<file path="src/rtl/noc_pkg.sv">
// Shared NoC link definitions used by the VC transmitter and the VC receiver.
package noc_pkg;

    localparam int NOC_DATA_W    = 16;
    localparam int NOC_NUM_VC    = 4;
    localparam int NOC_BUF_DEPTH = 4;

    // Width of a VC id field; a single-VC link still carries a 1-bit id.
    function automatic int vc_width(input int num_vc);
        return (num_vc > 1) ? $clog2(num_vc) : 1;
    endfunction

    localparam int NOC_VC_W = vc_width(NOC_NUM_VC);

    // Link-side flit at the default geometry: VC id above payload.
    typedef struct packed {
        logic [NOC_VC_W-1:0]   vc;
        logic [NOC_DATA_W-1:0] data;
    } flit_t;

endpackage

</file>
<file path="src/rtl/noc_vc_credit_tx_if.sv">
// Local-source, link and credit signals of a VC-aware link transmitter.
interface noc_vc_credit_tx_if
    import noc_pkg::*;
#(
    parameter int DATA_W    = NOC_DATA_W,
    parameter int NUM_VC    = NOC_NUM_VC,
    parameter int BUF_DEPTH = NOC_BUF_DEPTH
);
    localparam int VC_W  = vc_width(NUM_VC);
    localparam int CNT_W = $clog2(BUF_DEPTH + 1);

    logic [NUM_VC-1:0]        in_valid;
    logic [NUM_VC*DATA_W-1:0] in_data;
    logic [NUM_VC-1:0]        in_ready;
    logic                     link_enable;
    logic [VC_W-1:0]          link_vc;
    logic [DATA_W-1:0]        link_data;
    logic                     link_credit;
    logic [VC_W-1:0]          link_credit_vc;
    logic [NUM_VC*CNT_W-1:0]  credit_cnt;
    logic                     credit_err;

    // Environment side: local sources plus the downstream credit return.
    modport master (
        output in_valid, in_data, link_credit, link_credit_vc,
        input  in_ready, link_enable, link_vc, link_data, credit_cnt, credit_err
    );

    // Transmitter side.
    modport slave (
        input  in_valid, in_data, link_credit, link_credit_vc,
        output in_ready, link_enable, link_vc, link_data, credit_cnt, credit_err
    );

endinterface

</file>
<file path="src/rtl/noc_rr_arbiter.sv">
// Combinational round-robin arbiter: first request at or above ptr, wrapping.
module noc_rr_arbiter
    import noc_pkg::*;
#(
    parameter  int N     = NOC_NUM_VC,
    localparam int IDX_W = vc_width(N)
) (
    input  logic [N-1:0]     req,
    input  logic [IDX_W-1:0] ptr,
    output logic [N-1:0]     gnt,
    output logic [IDX_W-1:0] gnt_idx,
    output logic             any_gnt
);

    // Search indices ptr..N-1 first, then the wrapped-around indices 0..ptr-1.
    always_comb begin
        gnt     = '0;
        gnt_idx = '0;
        any_gnt = 1'b0;
        for (int i = 0; i < N; i++) begin
            if (!any_gnt && req[i] && (i >= int'(ptr))) begin
                gnt[i]  = 1'b1;
                gnt_idx = IDX_W'(i);
                any_gnt = 1'b1;
            end
        end
        for (int i = 0; i < N; i++) begin
            if (!any_gnt && req[i] && (i < int'(ptr))) begin
                gnt[i]  = 1'b1;
                gnt_idx = IDX_W'(i);
                any_gnt = 1'b1;
            end
        end
    end

endmodule

</file>
<file path="src/rtl/noc_vc_credit_tx.sv">
// Credit-based multi-VC link transmitter: round-robin over VCs with credits.
module noc_vc_credit_tx
    import noc_pkg::*;
#(
    parameter int DATA_W    = NOC_DATA_W,
    parameter int NUM_VC    = NOC_NUM_VC,
    parameter int BUF_DEPTH = NOC_BUF_DEPTH
) (
    input  logic               clk,
    input  logic               rst,
    noc_vc_credit_tx_if.slave  bus
);
    localparam int                VC_W    = vc_width(NUM_VC);
    localparam int                CNT_W   = $clog2(BUF_DEPTH + 1);
    localparam logic [CNT_W-1:0]  FULL    = CNT_W'(BUF_DEPTH);
    localparam logic [VC_W-1:0]   LAST_VC = VC_W'(NUM_VC - 1);

    logic [CNT_W-1:0]         cnt [NUM_VC];
    logic [VC_W-1:0]          rr_ptr;
    logic [NUM_VC-1:0]        eligible;
    logic [NUM_VC-1:0]        gnt;
    logic [VC_W-1:0]          gnt_idx;
    logic                     any_gnt;
    logic [DATA_W-1:0]        gnt_data;
    logic [NUM_VC-1:0]        ret_hit;
    logic [NUM_VC-1:0]        ovf;
    logic                     bad_vc;
    logic [NUM_VC*CNT_W-1:0]  cnt_flat;
    logic                     link_enable_q;
    logic [VC_W-1:0]          link_vc_q;
    logic [DATA_W-1:0]        link_data_q;
    logic                     credit_err_q;

    // A VC may compete only with a flit offered and a registered credit in hand.
    always_comb begin
        // NOTE: every always_comb output gets a default first so no path infers a latch.
        eligible = '0;
        for (int v = 0; v < NUM_VC; v++) begin
            eligible[v] = bus.in_valid[v] && (cnt[v] != '0);
        end
    end

    noc_rr_arbiter #(.N(NUM_VC)) u_arb (
        .req     (eligible),
        .ptr     (rr_ptr),
        .gnt     (gnt),
        .gnt_idx (gnt_idx),
        .any_gnt (any_gnt)
    );

    // Select the granted payload and decode the returned credit per VC.
    always_comb begin
        gnt_data = '0;
        ret_hit  = '0;
        ovf      = '0;
        cnt_flat = '0;
        bad_vc   = bus.link_credit && ({1'b0, bus.link_credit_vc} >= (VC_W + 1)'(NUM_VC));
        for (int v = 0; v < NUM_VC; v++) begin
            if (gnt[v]) begin
                gnt_data = bus.in_data[v*DATA_W +: DATA_W];
            end
            ret_hit[v] = bus.link_credit && ({1'b0, bus.link_credit_vc} == (VC_W + 1)'(v));
            ovf[v]     = ret_hit[v] && !gnt[v] && (cnt[v] == FULL);
            cnt_flat[v*CNT_W +: CNT_W] = cnt[v];
        end
    end

    // Link output register and round-robin pointer; idle cycles drive zeros.
    always_ff @(posedge clk or posedge rst) begin
        if (rst) begin
            link_enable_q <= 1'b0;
            link_vc_q     <= '0;
            link_data_q   <= '0;
            rr_ptr        <= '0;
        end else if (any_gnt) begin
            // NOTE: sequential state uses non-blocking assignments so every register samples pre-edge values.
            link_enable_q <= 1'b1;
            link_vc_q     <= gnt_idx;
            link_data_q   <= gnt_data;
            rr_ptr        <= (gnt_idx == LAST_VC) ? '0 : gnt_idx + VC_W'(1);
        end else begin
            link_enable_q <= 1'b0;
            link_vc_q     <= '0;
            link_data_q   <= '0;
        end
    end

    // Per-VC credit counters: send decrements, return increments, both cancel.
    always_ff @(posedge clk or posedge rst) begin
        if (rst) begin
            // NOTE: the counter array is reset because it is the link's initial credit state, not storage.
            for (int v = 0; v < NUM_VC; v++) begin
                cnt[v] <= FULL;
            end
            credit_err_q <= 1'b0;
        end else begin
            for (int v = 0; v < NUM_VC; v++) begin
                case ({gnt[v], ret_hit[v]})
                    2'b10:   cnt[v] <= cnt[v] - CNT_W'(1);
                    2'b01:   if (cnt[v] != FULL) cnt[v] <= cnt[v] + CNT_W'(1);
                    default: cnt[v] <= cnt[v];
                endcase
            end
            if (bad_vc || (|ovf)) begin
                credit_err_q <= 1'b1;
            end
        end
    end

    assign bus.in_ready    = gnt;
    assign bus.link_enable = link_enable_q;
    assign bus.link_vc     = link_vc_q;
    assign bus.link_data   = link_data_q;
    assign bus.credit_cnt  = cnt_flat;
    assign bus.credit_err  = credit_err_q;

endmodule

</file>
<file path="src/flat_wrapper.sv">
// flat-port wrapper written by rule: the top's interface ports become plain ports
module noc_vc_credit_tx_flat import noc_pkg::*;
#(
    parameter int DATA_W    = NOC_DATA_W,
    parameter int NUM_VC    = NOC_NUM_VC,
    parameter int BUF_DEPTH = NOC_BUF_DEPTH
)
  (clk, rst, bus_in_valid, bus_in_data, bus_link_credit, bus_link_credit_vc, bus_in_ready, bus_link_enable, bus_link_vc, bus_link_data, bus_credit_cnt, bus_credit_err);
  noc_vc_credit_tx_if #(.DATA_W(DATA_W), .NUM_VC(NUM_VC), .BUF_DEPTH(BUF_DEPTH)) bus_i ();
  input  logic clk;
  input  logic rst;
  input wire logic [$bits(bus_i.in_valid)-1:0] bus_in_valid;
  input wire logic [$bits(bus_i.in_data)-1:0] bus_in_data;
  input wire logic [$bits(bus_i.link_credit)-1:0] bus_link_credit;
  input wire logic [$bits(bus_i.link_credit_vc)-1:0] bus_link_credit_vc;
  output wire logic [$bits(bus_i.in_ready)-1:0] bus_in_ready;
  output wire logic [$bits(bus_i.link_enable)-1:0] bus_link_enable;
  output wire logic [$bits(bus_i.link_vc)-1:0] bus_link_vc;
  output wire logic [$bits(bus_i.link_data)-1:0] bus_link_data;
  output wire logic [$bits(bus_i.credit_cnt)-1:0] bus_credit_cnt;
  output wire logic [$bits(bus_i.credit_err)-1:0] bus_credit_err;
  assign bus_i.in_valid = bus_in_valid;
  assign bus_i.in_data = bus_in_data;
  assign bus_i.link_credit = bus_link_credit;
  assign bus_i.link_credit_vc = bus_link_credit_vc;
  assign bus_in_ready = bus_i.in_ready;
  assign bus_link_enable = bus_i.link_enable;
  assign bus_link_vc = bus_i.link_vc;
  assign bus_link_data = bus_i.link_data;
  assign bus_credit_cnt = bus_i.credit_cnt;
  assign bus_credit_err = bus_i.credit_err;
  noc_vc_credit_tx #(.DATA_W(DATA_W), .NUM_VC(NUM_VC), .BUF_DEPTH(BUF_DEPTH)) u_core (.clk(clk), .rst(rst), .bus(bus_i));
endmodule
</file>
<file path="config.mk">
export PLATFORM = sky130hd
export DESIGN_NAME = noc_vc_credit_tx_flat
export DESIGN_NICKNAME = d
export VERILOG_FILES = /design/src/rtl/noc_pkg.sv /design/src/rtl/noc_vc_credit_tx_if.sv /design/src/rtl/noc_rr_arbiter.sv /design/src/rtl/noc_vc_credit_tx.sv /design/src/flat_wrapper.sv
export SDC_FILE = /design/constraint.sdc
export NUM_CORES = 1
export LEC_CHECK = 0
export ABC_AREA = 0
export BUFFER_PORTS_ARGS = -buffer_cell sky130_fd_sc_hd__buf_4
export CORE_ASPECT_RATIO = 1.4
export CORE_MARGIN = 2
export CORE_UTILIZATION = 41
export CTS_CLUSTER_DIAMETER = 150
export DETAILED_ROUTE_END_ITERATION = 16
export GPL_ROUTABILITY_DRIVEN = 0
export GPL_TIMING_DRIVEN = 0
export MAX_ROUTING_LAYER = met4
export PLACE_DENSITY = 0.77
export SKIP_CTS_REPAIR_TIMING = 1
export SLEW_MARGIN = 25
export SYNTH_ARGS = -nofsm -noshare
export SYNTH_HDL_FRONTEND = slang
export SYNTH_SLANG_ARGS = --single-unit
</file>
<file path="constraint.sdc">
create_clock -name clk -period 2.48 [get_ports clk]
set_clock_uncertainty 0.05 [all_clocks]
set_input_delay 0.744 -clock clk [delete_from_list [all_inputs] [get_ports clk]]
set_output_delay 0.744 -clock clk [all_outputs]
set_load 0.02 [all_outputs]
</file>
==> impl_metrics.json <==
{
  "status": "finished with violations",
  "violations": "negative setup slack",
  "wl_per_cell_um": 16.9,
  "drt-initial-drc-count": 171,
  "startpoint_type": "flip-flop",
  "crit_type": "reg2out",
  "r2r_slack_ns": -0.10,
  "numCtsBuffers": 5,
  "route.detailed.drc": 0,
  "grt_setup_unrepaired": "true",
  "fin_area_um2": 3520,
  "preCtsSetupSlack_ns": -0.460,
  "htreeDepth": 2,
  "cts_sinks": 34,
  "post-place-cells": 383,
  "synth_warnings": 0,
  "worst_pin_slew_ns": 0.730,
  "avgViaCountPerCell": 5.55,
  "synth_cell_types": 58,
  "arrival_ns": 1.92,
  "syn2layout_area_growth_pct": 68.8,
  "end_kind": "output pin",
  "synth_area_um2": 2080,
  "cts_tree": "built",
  "dieArea_um2": 5680,
  "hold_viol_final": 0,
  "initial_utilization_pct": 42.7,
  "ant_nets": 0,
  "muxShareOfSynthArea_pct": 2.46,
  "synth-simple-area-share_pct": 17.5,
  "ir_drop_uv": 715,
  "crit_required_ns": 1.69,
  "worst-path-buf-inv": 3,
  "synthCells": 211,
  "coreArea_um2": 4880,
  "grt_pass1_wl_mm": 9.86,
  "ys.flop_type": "dfrtp_1",
  "setup_viol": 6,
  "hold_slack_ns": 0.521,
  "io_pins": 109,
  "critical-path-max-stage-delay_ns": 0.45,
  "cp_top_family": "compound AO/OA/AOI/OAI gates",
  "netlist_top_cells_area": "dfrtp_1, a222oi_1, a21oi_1",
  "fp.dieH_um": 88.3,
  "antenna-diode-count": 0,
  "worstPathMaxFanout": 10,
  "synth.top_cell.area_share_pct": 36.0,
  "cpMaxStageDelayCell": "dfrtp_2",
  "ys_ff_latch": 34,
  "dpl-instance-area_um2": 3040,
  "grt.total_usage_pct": 23.1,
  "report.final.slew_viol_count": 0,
  "path_cells": "o31a_1, a211oi_4, nand2_2, inv_2, buf_8, buf_4",
  "dieWidth_um": 64.2,
  "cap_violations": 0,
  "post-synth-top-area-cell": "dfrtp_1",
  "drive_gt1_share_pct": 55.4,
  "synth.avg_cell_area_um2": 9.87,
  "vias": 2370,
  "syn_nets": 288,
  "synth-compound-area-share_pct": 28.9,
  "synth_common_cells": "dfrtp_1, nor2_1, a21oi_1",
  "antenna_found_initial": 0,
  "cts_buffer_depth": 2,
  "worst_slack_ns": -0.234,
  "max_freq_mhz": 368,
  "hp-class": "in2async",
  "fillers": 374,
  "cts-root-buf": "clkbuf_8",
  "synth_fa_ha_area_share_pct": 3.84,
  "finalNonFillerCells": 427,
  "synth_most_common_cell": "dfrtp_1",
  "grt_pass1_vias": 2128,
  "grt_max_degree": 35,
  "synth_top_family_by_area": "compound AO/OA/AOI/OAI gates",
  "num_rows": 30,
  "tns_ns": -0.994,
  "p_per_area_nw_per_um2": 1300,
  "totalWireLength_mm": 7.22,
  "ys_async_sr_fraction_pct": 100,
  "leakage_nw": 1.63,
  "gr-total-overflow": 0,
  "post-route-period-util_pct": 109,
  "dr.pass1.iters": 6,
  "synth_edf_count": 0,
  "synth_xor_area_share_pct": 2.10,
  "clkTransAtPathRegs_ns": 0.08,
  "ys_seq_area_share_pct": 41.1,
  "min_period_ns": 2.71,
  "nets": 439,
  "hpwl_mm": 4.73,
  "slew_headroom_pct": 51.2,
  "io_buffer_count": 108,
  "clk_latency_ns": 0.30
}
-- cell families (layout without fill, tap and decap cells) --
kind of cell	Yosys count	count (layout)
adder cells (fa/ha/maj)	4	4
XOR/XNOR	5	5
AO/OA/AOI/OAI	74	74
buffers and inverters	20	172
multiplexers	5	5
flip-flops	34	34
AND/OR/NAND/NOR	69	69
-- registers in the layout, summed over array words and instances (netlist names) --
register,flops
u_core.bus.credit_cnt,12
u_core.bus.link_data,16
u_core.bus.credit_err,1
u_core.bus.link_vc,2
u_core.bus.link_enable,1
u_core.rr_ptr,2
-- through the flow --
step / utilization, % / total power, mW
2_1_floorplan: - / 2.71
6_report: 72.1 / 4.57
4_1_cts: 64.0 / 3.98
3_5_place_dp: 62.3 / 3.57
5_1_grt: 72.1 / 4.87
3_3_place_gp: 62.3 / 3.52
-- per-layer routing --
| layer | wire [um] | vias up | share of wire, % | GRT usage, % |
|---|---|---|---|---|
| li1 | - | 1113 | - | - |
| met2 | 3890 | 102 | 54 | 42.4 |
| met5 | 0 | - | 0 | - |
| met4 | 95 | 0 | 1.3 | 7.35 |
| met3 | 505 | 7 | 7.0 | 5.47 |
| met1 | 2730 | 1148 | 38 | 24.4 |
-- where the power goes --
| part | internal, mW | switching [mW] | total (mW) |
|---|---|---|---|
| sequential | 0.878 | 0.297 | 1.17 |
| combinational | 1.48 | 1.51 | 2.99 |
| clock | 0.195 | 0.212 | 0.406 |
-- worst register-to-register path: cells and delay by family (launching register included) --
| family | cells | cell delay, ns |
|---|---|---|
| buffers and inverters | 1 | 0.18 |
| adders and majority gates | 1 | 0.39 |
| and+or+nand+nor | 1 | 0.06 |
| AOI/OAI and AO/OA | 5 | 1.20 |
| DFF | 1 | 0.63 |
-- layout make-up --
class,instances,area (um2),area share (%)
clock buffers,6,72.6,2.06
multi-input cells,157,1260,35.9
inverters,7,31.3,0.889
flip-flops and latches,34,866,24.6
clock inverters,2,10.0,0.285
plain buffers,11,83.8,2.38
repair buffers,146,1110,31.6
well taps,64,80.1,2.28
-- placed cells by master (no fill, tap or decap), types with 5 or more instances in the layout --
master	instances
a21oi_1	24
buf_4	142
nand3_1	5
a222oi_1	16
dfrtp_1	22
buf_6	5
dfrtp_2	8
clkbuf_8	5
nor2_1	26
nand2_1	8
-- final timing paths --
path / from / to / cells past startpoint
setup / recovery: u_core.bus.credit_cnt[0]$_DFFE_PP0P_ / bus_in_ready[1] / 6
hold reg to reg: u_core.bus.credit_cnt[8]$_DFFE_PP1P_ / u_core.bus.credit_cnt[8]$_DFFE_PP1P_ / 1
max in group asynchronous: rst / u_core.bus.credit_cnt[1]$_DFFE_PP0P_ / 2
setup reg to reg: u_core.bus.credit_cnt[8]$_DFFE_PP1P_ / u_core.bus.credit_cnt[2]$_DFFE_PP1P_ / 8
hold / removal: rst / u_core.bus.link_data[2]$_DFF_PP0_ / 2
min in group clk: u_core.bus.credit_cnt[8]$_DFFE_PP1P_ / u_core.bus.credit_cnt[8]$_DFFE_PP1P_ / 1
(Power assumes the default switching activity.)
